==> src/rtl/ps2_pkg.sv <==
// Shared PS/2 scan-code constants, parser state encoding and key-event record
// used by the key event controller and its event queue.
package ps2_pkg;

  localparam logic [7:0] PS2_EXT  = 8'hE0;
  localparam logic [7:0] PS2_BRK  = 8'hF0;
  localparam logic [7:0] PS2_ERR0 = 8'h00;
  localparam logic [7:0] PS2_ERR1 = 8'hFF;

  typedef enum logic [1:0] {
    IDLE = 2'd0,
    EXT  = 2'd1,
    BRK  = 2'd2
  } parse_state_e;

  // 10-bit event record; "break" is a keyword, so the release flag is brk
  typedef struct packed {
    logic       ext;
    logic       brk;
    logic [7:0] code;
  } key_evt_t;

  function automatic key_evt_t mkEvt(input logic ext, input logic brk, input logic [7:0] code);
    key_evt_t e;
    e.ext  = ext;
    e.brk  = brk;
    e.code = code;
    return e;
  endfunction

endpackage

==> src/rtl/key_evt_fifo.sv <==
// First-word-fall-through queue of key events; head_o is valid whenever empty_o is low.
// A push while full is accepted only if a pop happens in the same cycle.
module key_evt_fifo
  import ps2_pkg::*;
#(
  parameter int DEPTH = 8
) (
  input  logic                     clk,
  input  logic                     rst_n,
  input  logic                     push_i,
  input  key_evt_t                 push_data_i,
  input  logic                     pop_i,
  output logic                     full_o,
  output logic                     empty_o,
  output logic [$clog2(DEPTH):0]   level_o,
  output key_evt_t                 head_o
);

  localparam int AW = $clog2(DEPTH);

  key_evt_t        mem_q [DEPTH];
  logic [AW-1:0]   wr_ptr_q;
  logic [AW-1:0]   rd_ptr_q;
  logic [AW:0]     level_q;
  logic            do_push;
  logic            do_pop;

  assign full_o  = (level_q == (AW+1)'(DEPTH));
  assign empty_o = (level_q == '0);
  assign level_o = level_q;
  assign head_o  = mem_q[rd_ptr_q];

  assign do_pop  = pop_i && !empty_o;
  assign do_push = push_i && (!full_o || do_pop);

  // DEPTH is a power of two, so pointers wrap naturally
  always_ff @(posedge clk) begin
    if (!rst_n) begin
      wr_ptr_q <= '0;
      rd_ptr_q <= '0;
      level_q  <= '0;
    end else begin
      if (do_push) wr_ptr_q <= wr_ptr_q + AW'(1);
      if (do_pop)  rd_ptr_q <= rd_ptr_q + AW'(1);
      case ({do_push, do_pop})
        2'b10:   level_q <= level_q + (AW+1)'(1);
        2'b01:   level_q <= level_q - (AW+1)'(1);
        default: level_q <= level_q;
      endcase
    end
  end

  always_ff @(posedge clk) begin
    if (do_push) mem_q[wr_ptr_q] <= push_data_i;
  end

endmodule

==> src/rtl/ps2_key_event_ctrl.sv <==
// PS/2 scan-byte parser (E0/F0 prefixes, prefix timeout) feeding a FWFT event queue.
// Optional typematic-repeat suppression is built when KEY_REPEAT_FILTER_EN is defined.
module ps2_key_event_ctrl
  import ps2_pkg::*;
#(
  parameter int FIFO_DEPTH  = 8,
  parameter int TIMEOUT_CYC = 1000000
) (
  input  logic                        clk,
  input  logic                        rst_n,
  input  logic                        drv_done,
  input  logic [7:0]                  drv_data,
  input  logic                        evt_ready,
  input  logic                        ovf_clr,
  output logic                        evt_valid,
  output logic [7:0]                  evt_code,
  output logic                        evt_ext,
  output logic                        evt_break,
  output logic                        evt_ovf,
  output logic [$clog2(FIFO_DEPTH):0] fifo_level
);

  localparam int TW = $clog2(TIMEOUT_CYC + 1);

  parse_state_e  state_q;
  logic          brk_ext_q;
  logic [TW-1:0] tmo_q;
  logic          ovf_q;

  logic          raw_emit;
  key_evt_t      raw_evt;
  logic          emit;
  logic          fifo_full;
  logic          fifo_empty;
  logic          pop;
  logic          drop;
  key_evt_t      head;

  // Event decode is combinational so the queue write lands on the edge ending the drv_done cycle
  always_comb begin
    raw_emit = 1'b0;
    raw_evt  = mkEvt(1'b0, 1'b0, drv_data);
    if (drv_done) begin
      case (state_q)
        IDLE: begin
          if (drv_data != PS2_EXT && drv_data != PS2_BRK &&
              drv_data != PS2_ERR0 && drv_data != PS2_ERR1) begin
            raw_emit = 1'b1;
          end
        end
        EXT: begin
          if (drv_data != PS2_EXT && drv_data != PS2_BRK) begin
            raw_emit = 1'b1;
            raw_evt  = mkEvt(1'b1, 1'b0, drv_data);
          end
        end
        BRK: begin
          if (drv_data != PS2_EXT && drv_data != PS2_BRK) begin
            raw_emit = 1'b1;
            raw_evt  = mkEvt(brk_ext_q, 1'b1, drv_data);
          end
        end
        default: raw_emit = 1'b0;
      endcase
    end
  end

  always_ff @(posedge clk) begin
    if (!rst_n) begin
      state_q   <= IDLE;
      brk_ext_q <= 1'b0;
      tmo_q     <= '0;
    end else if (drv_done) begin
      tmo_q <= '0;
      case (state_q)
        IDLE: begin
          if (drv_data == PS2_EXT) begin
            state_q <= EXT;
          end else if (drv_data == PS2_BRK) begin
            state_q   <= BRK;
            brk_ext_q <= 1'b0;
          end
        end
        EXT: begin
          if (drv_data == PS2_BRK) begin
            state_q   <= BRK;
            brk_ext_q <= 1'b1;
          end else if (drv_data != PS2_EXT) begin
            state_q <= IDLE;
          end
        end
        default: state_q <= IDLE;
      endcase
    end else if (state_q != IDLE) begin
      // A prefix left dangling for TIMEOUT_CYC quiet cycles is abandoned
      if (tmo_q == TW'(TIMEOUT_CYC - 1)) begin
        state_q <= IDLE;
        tmo_q   <= '0;
      end else begin
        tmo_q <= tmo_q + TW'(1);
      end
    end else begin
      tmo_q <= '0;
    end
  end

`ifdef KEY_REPEAT_FILTER_EN
  logic [8:0] last_make_q;
  logic       held_q;
  logic       same_key;

  assign same_key = (last_make_q == {raw_evt.ext, raw_evt.code});

  // Typematic repeats of the held key are swallowed; breaks always pass
  always_comb begin
    emit = raw_emit;
    if (raw_emit && !raw_evt.brk && held_q && same_key) emit = 1'b0;
  end

  always_ff @(posedge clk) begin
    if (!rst_n) begin
      last_make_q <= '0;
      held_q      <= 1'b0;
    end else if (raw_emit) begin
      if (!raw_evt.brk) begin
        last_make_q <= {raw_evt.ext, raw_evt.code};
        held_q      <= 1'b1;
      end else if (same_key) begin
        held_q <= 1'b0;
      end
    end
  end
`else
  assign emit = raw_emit;
`endif

  assign pop  = evt_ready && !fifo_empty;
  assign drop = emit && fifo_full && !pop;

  key_evt_fifo #(
    .DEPTH(FIFO_DEPTH)
  ) u_fifo (
    .clk        (clk),
    .rst_n      (rst_n),
    .push_i     (emit),
    .push_data_i(raw_evt),
    .pop_i      (pop),
    .full_o     (fifo_full),
    .empty_o    (fifo_empty),
    .level_o    (fifo_level),
    .head_o     (head)
  );

  // A drop in the same cycle as ovf_clr wins, so no overflow is ever lost
  always_ff @(posedge clk) begin
    if (!rst_n) begin
      ovf_q <= 1'b0;
    end else if (drop) begin
      ovf_q <= 1'b1;
    end else if (ovf_clr) begin
      ovf_q <= 1'b0;
    end
  end

  assign evt_valid = !fifo_empty;
  assign evt_code  = fifo_empty ? 8'h00 : head.code;
  assign evt_ext   = !fifo_empty && head.ext;
  assign evt_break = !fifo_empty && head.brk;
  assign evt_ovf   = ovf_q;

endmodule

==> config.mk <==
export PLATFORM = sky130hd
export DESIGN_NAME = ps2_key_event_ctrl
export DESIGN_NICKNAME = d
export VERILOG_FILES = /design/src/rtl/ps2_pkg.sv /design/src/rtl/key_evt_fifo.sv /design/src/rtl/ps2_key_event_ctrl.sv
export SDC_FILE = /design/constraint.sdc
export NUM_CORES = 1
export LEC_CHECK = 0
export ABC_AREA = 1
export BUFFER_PORTS_ARGS = -buffer_cell sky130_fd_sc_hd__buf_2
export CAP_MARGIN = 20
export CORE_ASPECT_RATIO = 1.75
export CORE_MARGIN = 2
export CORE_UTILIZATION = 55
export DETAILED_ROUTE_END_ITERATION = 10
export GPL_ROUTABILITY_DRIVEN = 1
export PLACE_DENSITY = 0.75
export REMOVE_ABC_BUFFERS = 1
export SLEW_MARGIN = 20
export SYNTH_ARGS = -nofsm -noshare
export SYNTH_HDL_FRONTEND = slang
export SYNTH_HIERARCHICAL = 1
export SYNTH_SLANG_ARGS = --single-unit
==> constraint.sdc <==
create_clock -name clk -period 2.16 [get_ports clk]
set_input_delay 0.108 -clock clk [delete_from_list [all_inputs] [get_ports clk]]
set_output_delay 0.108 -clock clk [all_outputs]
set_load 0.02 [all_outputs]
Word level (Yosys, flattened, before mapping)

Memories as Yosys holds them, arrays and structs flattened. A register that Yosys moved wholly into a read port is not among the register bits.
Cells that the tools add are included.

Mux-type cells: 28
Reduce and logical (&&, ||, !) cells: 27
Equality and inequality tests: 16
Bitwise operators: 2
Add/sub/neg operators: 5

Operator list:

| operator                | count |
|---|---|
| $mux W10                | 3 |
| $ne A8 B8 Y1 const B    | 3 |
| $add A20 B1 Y20 const B | 1 |
| $eq A20 B20 Y1 const B  | 1 |
| $pmux W10 S2            | 1 |
| $eq A8 B8 Y1 const B    | 2 |
| $mux W2                 | 7 |
| $reduce_bool A2 Y1      | 6 |
| $logic_and A1 B1 Y1     | 10 |
| $mux W1                 | 10 |
| $mux W8                 | 1 |
| $ne A4 B4 Y1 const B    | 2 |
| $pmux W4 S2             | 1 |
| $reduce_bool A8 Y1      | 1 |
| $add A3 B1 Y3 const B   | 2 |
| $mux W3                 | 2 |
| $ne A2 B2 Y1 const B    | 3 |
| $reduce_and A5 Y1       | 1 |
| $add A4 B1 Y4 const B   | 1 |
| $eq A2 B1 Y1 const B    | 2 |
| $eq A2 B2 Y1 const B    | 2 |
| $eq A4 B4 Y1 const B    | 1 |
| $logic_not A4 Y1        | 1 |
| $pmux W1 S2             | 2 |
| 9 further kinds         | 12 |

Output and inout bits: 16
Bits of input ports: 13
Logic and storage cells: 86
Memories: 1
Memory bits (writable): 80
Flip-flop bits (word level): 34

Memory list:

| name         | words | width | rd ports | clocked after Yosys merged registers in | write ports | RTL line           | source |
|---|---|---|---|---|---|---|---|
| u_fifo.mem_q | 8     | 10    | 1        | 1                                       | 1           | key_evt_fifo.sv:21 | `key_evt_t mem_q [DEPTH];` |

Logic depth before layout (Yosys ltp)

Depth in word-level cells: 10
Gate-level depth with buffers: 17

By module

The synthesis kept the hierarchy.

By module, submodules not included:

| module             | times used | area an instance (sq um) | sequential area each (sq um) | cells each |
|---|---|---|---|---|
| key_evt_fifo       | 1          | 3842.4                   | 2662.6                       | 302 |
| ps2_key_event_ctrl | 1          | 1570.3                   | 480.5                        | 237 |

Worst setup path before layout

OpenSTA, ideal clock, no wires.

Path type: flip-flop to flip-flop
From: register u_fifo.level_q[3] (netlist: u_fifo/level_o[3])
To: memory u_fifo/mem_q[5][0] (netlist name) (enable)
Buffers on the path: 0
Required time: 1.784 ns
Library setup time: 0.376 ns
Slack: -0.191 ns
Stages on the path, launching flop included: 11
Arrival time: 1.975 ns
Period minus slack after synthesis: 2.351 ns
Cell sequence: dfxtp_1 -> nor2_2 -> nand2_4 -> inv_1 -> nor2_1 -> inv_1 -> nand4_1 -> nand2_2 -> nor2_1 -> inv_1 -> nor2_1

Word-level cells in the longest chain between the ends: 8

RTL lines:

| what                          | RTL line                  | source |
|---|---|---|
| start: declaration            | key_evt_fifo.sv:24        | `logic [AW:0] level_q;` |
| start signal: assignment      | key_evt_fifo.sv:46        | `2'b10: level_q <= level_q + (AW+1)'(1);` |
| start signal: assignment      | key_evt_fifo.sv:47        | `2'b01: level_q <= level_q - (AW+1)'(1);` |
| start signal: assignment      | key_evt_fifo.sv:48        | `default: level_q <= level_q;` |
| $logic_not A4 Y1              | key_evt_fifo.sv:29        | `assign empty_o = (level_q == '0);` |
| via fifo_empty                | ps2_key_event_ctrl.sv:34  | `logic fifo_empty;` |
| $logic_not A1 Y1              | ps2_key_event_ctrl.sv:137 | `assign pop = evt_ready && !fifo_empty;` |
| $logic_and A1 B1 Y1           | ps2_key_event_ctrl.sv:137 |  |
| via pop                       | ps2_key_event_ctrl.sv:35  | `logic pop;` |
| $logic_and A1 B1 Y1           | key_evt_fifo.sv:33        | `assign do_pop = pop_i && !empty_o;` |
| $logic_or A1 B1 Y1            | key_evt_fifo.sv:34        | `assign do_push = push_i && (!full_o \|\| do_pop);` |
| $logic_and A1 B1 Y1           | key_evt_fifo.sv:34        |  |
| $mux W1                       | key_evt_fifo.sv:54        | `if (do_push) mem_q[wr_ptr_q] <= push_data_i;` |
| $mux W1 (not written as such) | key_evt_fifo.sv:54        |  |
| end: declaration              | key_evt_fifo.sv:21        |  |

The timed path passes the listed nets, and every way through them passes these cells.

Worst setup path after layout

From: register state_q[1]
To: memory u_fifo/mem_q[2][5] (netlist name) (enable)

Word-level cells in the longest chain between the ends: 7

RTL lines:

| what                                                | RTL line                 | source |
|---|---|---|
| start: declaration                                  | ps2_key_event_ctrl.sv:25 | `parse_state_e state_q;` |
| start signal: assignment                            | ps2_key_event_ctrl.sv:70 | `state_q <= IDLE;` |
| start signal: assignment                            | ps2_key_event_ctrl.sv:78 | `state_q <= EXT;` |
| start signal: assignment                            | ps2_key_event_ctrl.sv:80 | `state_q <= BRK;` |
| $eq A2 B1 Y1 / $eq A2 B2 Y1 (equally long branches) | ps2_key_event_ctrl.sv:44 | `case (state_q)` |
| $reduce_or A2 Y1 (no source line)                   | -                        |  |
| $pmux W1 S2 *                                       | ps2_key_event_ctrl.sv:44 |  |
| $mux W1 *                                           | ps2_key_event_ctrl.sv:43 | `if (drv_done) begin` |
| via emit                                            | ps2_key_event_ctrl.sv:32 | `logic emit;` |
| $logic_and A1 B1 Y1 *                               | key_evt_fifo.sv:34       |  |
| $mux W1 *                                           | key_evt_fifo.sv:54       |  |
| $mux W1 (not written as such) *                     | key_evt_fifo.sv:54       |  |

The timed path passes the listed nets; every way through them passes the cells marked *.

==> flow_metrics.tcl <==
set metrics [dict create \
    tightest_slew_ns 0.514 \
    cp_top_family "buffers and inverters" \
    finalMaxSlewViolations 0 \
    crit_cells 13 \
    ys.flop_type "edfxtp_1" \
    power_switching_mw 2.63 \
    routed_via_density 5.46 \
    hold_path.class "primary input to flop" \
    yosysTopAreaCell "edfxtp_1" \
    crit_chain "inv_1 -> ha_2 -> inv_2 -> a21oi_1 -> nand2_1 -> nand2_1 -> and2_4 -> buf_4 -> nand2_4 -> inv_2 -> nand2_2 -> nor2_1 -> buf_4" \
    syn_area_per_cell_sq_um 10.0 \
    diodes 0 \
    netSwitchingFraction_pct 33.2 \
    nets 634 \
    fin_crit_ns 2.06 \
    netlist_top_cells_area "edfxtp_1, dfxtp_1, nand2_1" \
    clock_latency_ns 0.41 \
    r2r-start "state_q[1]" \
    max_freq_ghz 0.485 \
    die-area_sq_mm 0.0107 \
    ys_ff_latch 117 \
    final_layout_size_suffix_gt1_share_pct 25.0 \
    slowest_delay_ns 0.33 \
    arrival_ns 2.16 \
    antenna_found_initial 0 \
    fillCellCount 675 \
    slew_headroom_pct 65.6 \
    critical_path.startpoint "state_q[1]" \
    grt_max_degree 41 \
    cts_root_buf "clkbuf_16" \
    pwr-share-comb_pct 31.9 \
    start_kind "flop" \
    drtAntennaViolNets 0 \
    drv_cap 0 \
    die_y_microns 135 \
    grt_setup_unrepaired "true" \
    cts_tree "yes" \
    drt-pass1-iter-count 7 \
    crit_path_end_kind "flop" \
    overflow 0 \
    syn2layout_area_growth_pct 22.7 \
    port_buffers 28 \
    fin_skew_ns 0.00726 \
    grt_pass1_wl_microns 19200 \
    gp_congestion 0.876 \
    routed_wl_microns 12400 \
    numCtsBuffers 17 \
    r2r-end "u_fifo/mem_q[2][5]" \
    initial_utilization_pct 56.8 \
    holdWs_ns 0.0542 \
    layout_common_cells "nand2_1, edfxtp_1, nor2_1" \
    met2_usage_pct 45.6 \
    placementRows 47 \
    fin_crit_sh_pct 95.5 \
    synth_cell_types 39 \
    crit_type "flop to flop" \
    worst-endpoint-required_ns 2.25 \
    fp.coreArea_sq_mm 0.00953 \
    clock-sinks 117 \
    top_usage_layer "met2" \
    r2r_slack_ns 0.1 \
    drt_iter0_drc 368 \
    synth_edf_count 80 \
    synth-async-reset-ratio_pct 0 \
    placed_cell_area_sq_mm 0.00591 \
    reg2regPathDepth 13 \
    ys_warn_count 6 \
    ios 29 \
    cts_buffer_depth 2 \
    met3_usage_pct 6.73 \
    p_seq_share_pct 33.9 \
    p_leak_nw 2.55 \
    ir_worst_vdd_mv 0.732 \
    setup_violations 0 \
    syn_area_sq_mm 0.00541 \
    synth_seq_area_share_pct 58.1 \
    dp_hpwl_microns 7610 \
    grtUsageTotal_pct 24.0 \
    status "completed" \
    crit_path_max_fanout 10 \
    hold_viol 0 \
    clk_pin_slew_ns 0.05 \
    final_area_sq_mm 0.00664 \
    cellPowerDensity_mw_per_mm2 1190 \
    dpl.cell_count 708 \
    gr-usage-met1_pct 24.4 \
    grt_pass1_vias 4055 \
    cpMaxStageDelayCell "dfxtp_2" \
    synthCells 539 \
    crit_end "u_fifo/mem_q[2][5]" \
    clockPowerShare_pct 34.2 \
    path_buf_inv 5 \
    final_common_cell "nand2_1" \
    stdcell_count 746 \
    dieWidth_microns 79.0 \
    post-route-drc-count 0 \
    p_int_mw 5.29 \
    netlist.area_leader.share_pct 44.4 \
    vias 4074 \
    htreeDepth 4 \
    wl_per_cell_microns 16.6 \
]
-- metal layers --
layer	part of all wire, %	vias up
li1	-	1967
met1	36	1948
met2	56	133
met3	5.1	26
met4	2.6	0
met5	0	-
-- stage by stage --
step | TNS (ns) | power, mW | util, % | setup slack (ns)
6_report | 0 | 7.92 | 69.7 | 0.0978
5_1_grt | -0.615 | 8.27 | 69.7 | -0.0331
4_1_cts | -0.00231 | 7.84 | 68.5 | -0.00231
3_5_place_dp | -0.0972 | 5.08 | 62.0 | -0.0851
3_3_place_gp | 0 | 5.00 | 62.0 | 0.0121
2_1_floorplan | -24.29 | 4.27 | - | -0.293
-- power by group through the flow --
stage          Combinational (mW)  Clock (mW)  Sequential [mW]
3_5_place_dp                 2.37           0             2.71
4_1_cts                      2.44        2.73             2.67
5_1_grt                      2.74        2.83             2.70
6_report                     2.53        2.71             2.69
3_3_place_gp                 2.30           0             2.70
2_1_floorplan                1.40           0             2.87
-- cells by family (layout without fill, tap and decap cells) --
kind of cell | after synthesis | after routing | share of synthesized area, %
adder cells (fa/ha/maj) | 10 | 10 | 2.45
flip-flops | 117 | 117 | 58.1
buffers and inverters | 76 | 161 | 5.76
XOR/XNOR | 9 | 9 | 1.46
AO/OA/AOI/OAI | 70 | 70 | 7.24
AND/OR/NAND/NOR | 237 | 237 | 21.3
multiplexers | 20 | 20 | 3.70
-- area by class of cell --
cell class	count	area, sq um	area share, %
well taps	122	153	2.30
multi-input cells	346	2030	30.5
repair buffers	69	503	7.57
inverters	60	228	3.43
clock inverters	4	43.8	0.660
clock buffers	28	538	8.10
flip-flops and latches	117	3150	47.4
-- registers in the layout, summed over array words and instances (netlist names), named ones only --
| name | flops |
|---|---|
| u_fifo/mem_q | 80 |
| tmo_q | 20 |
| u_fifo/level_o | 4 |
| u_fifo/rd_ptr_q | 3 |
| u_fifo/wr_ptr_q | 3 |
| state_q | 2 |
| brk_ext_q | 1 |
| evt_ovf | 1 |
-- timing repair --
action,4_1_cts,5_1_grt
gates cloned,0,2
endpoints found under the setup margin,3,90
hold buffers,3,0
pin swaps,0,5
buffers inserted,0,1
resized for setup,4,32
hold endpoints to repair,11,0
-- synth_stat cells, types with 2 or more instances --
| library cell | instances |
|---|---|
| dfxtp_1 | 37 |
| edfxtp_1 | 80 |
| o22ai_1 | 20 |
| nand3_2 | 2 |
| nand2_1 | 87 |
| buf_2 | 4 |
| nor2_4 | 3 |
| inv_1 | 51 |
| nand4_1 | 13 |
| nand2_2 | 12 |
| nand3_1 | 16 |
| a21oi_1 | 19 |
| mux2i_1 | 20 |
| ha_1 | 9 |
| buf_4 | 3 |
| xor2_1 | 7 |
| nor2_1 | 81 |
| a21oi_2 | 3 |
| nor2_2 | 3 |
| nand3_4 | 3 |
| nor3b_2 | 3 |
| nor3_2 | 2 |
| clkbuf_2 | 2 |
| o21ai_0 | 25 |
| inv_2 | 8 |
| nor3_1 | 4 |
| nand2_4 | 3 |
| clkbuf_1 | 6 |
| nor3_4 | 2 |
| xnor2_1 | 2 |
-- worst min path at each step --
| stage | from | endpoint | slack [ns] | cells after the start |
|---|---|---|---|---|
| after global placement | drv_data[6] | u_fifo/mem_q[2][6] | 0.37 | 1 |
| after detailed placement | drv_data[6] | u_fifo/mem_q[6][6] | 0.38 | 1 |
| after floorplan | drv_data[0] | u_fifo/mem_q[0][0] | 0.21 | 0 |
| after global routing | drv_data[0] | u_fifo/mem_q[1][0] | 0.05 | 2 |
| final | drv_data[0] | u_fifo/mem_q[1][0] | 0.05 | 2 |
| after CTS | drv_data[0] | u_fifo/mem_q[1][0] | 0.04 | 2 |
Note: power is estimated with default switching activity, not from simulation.
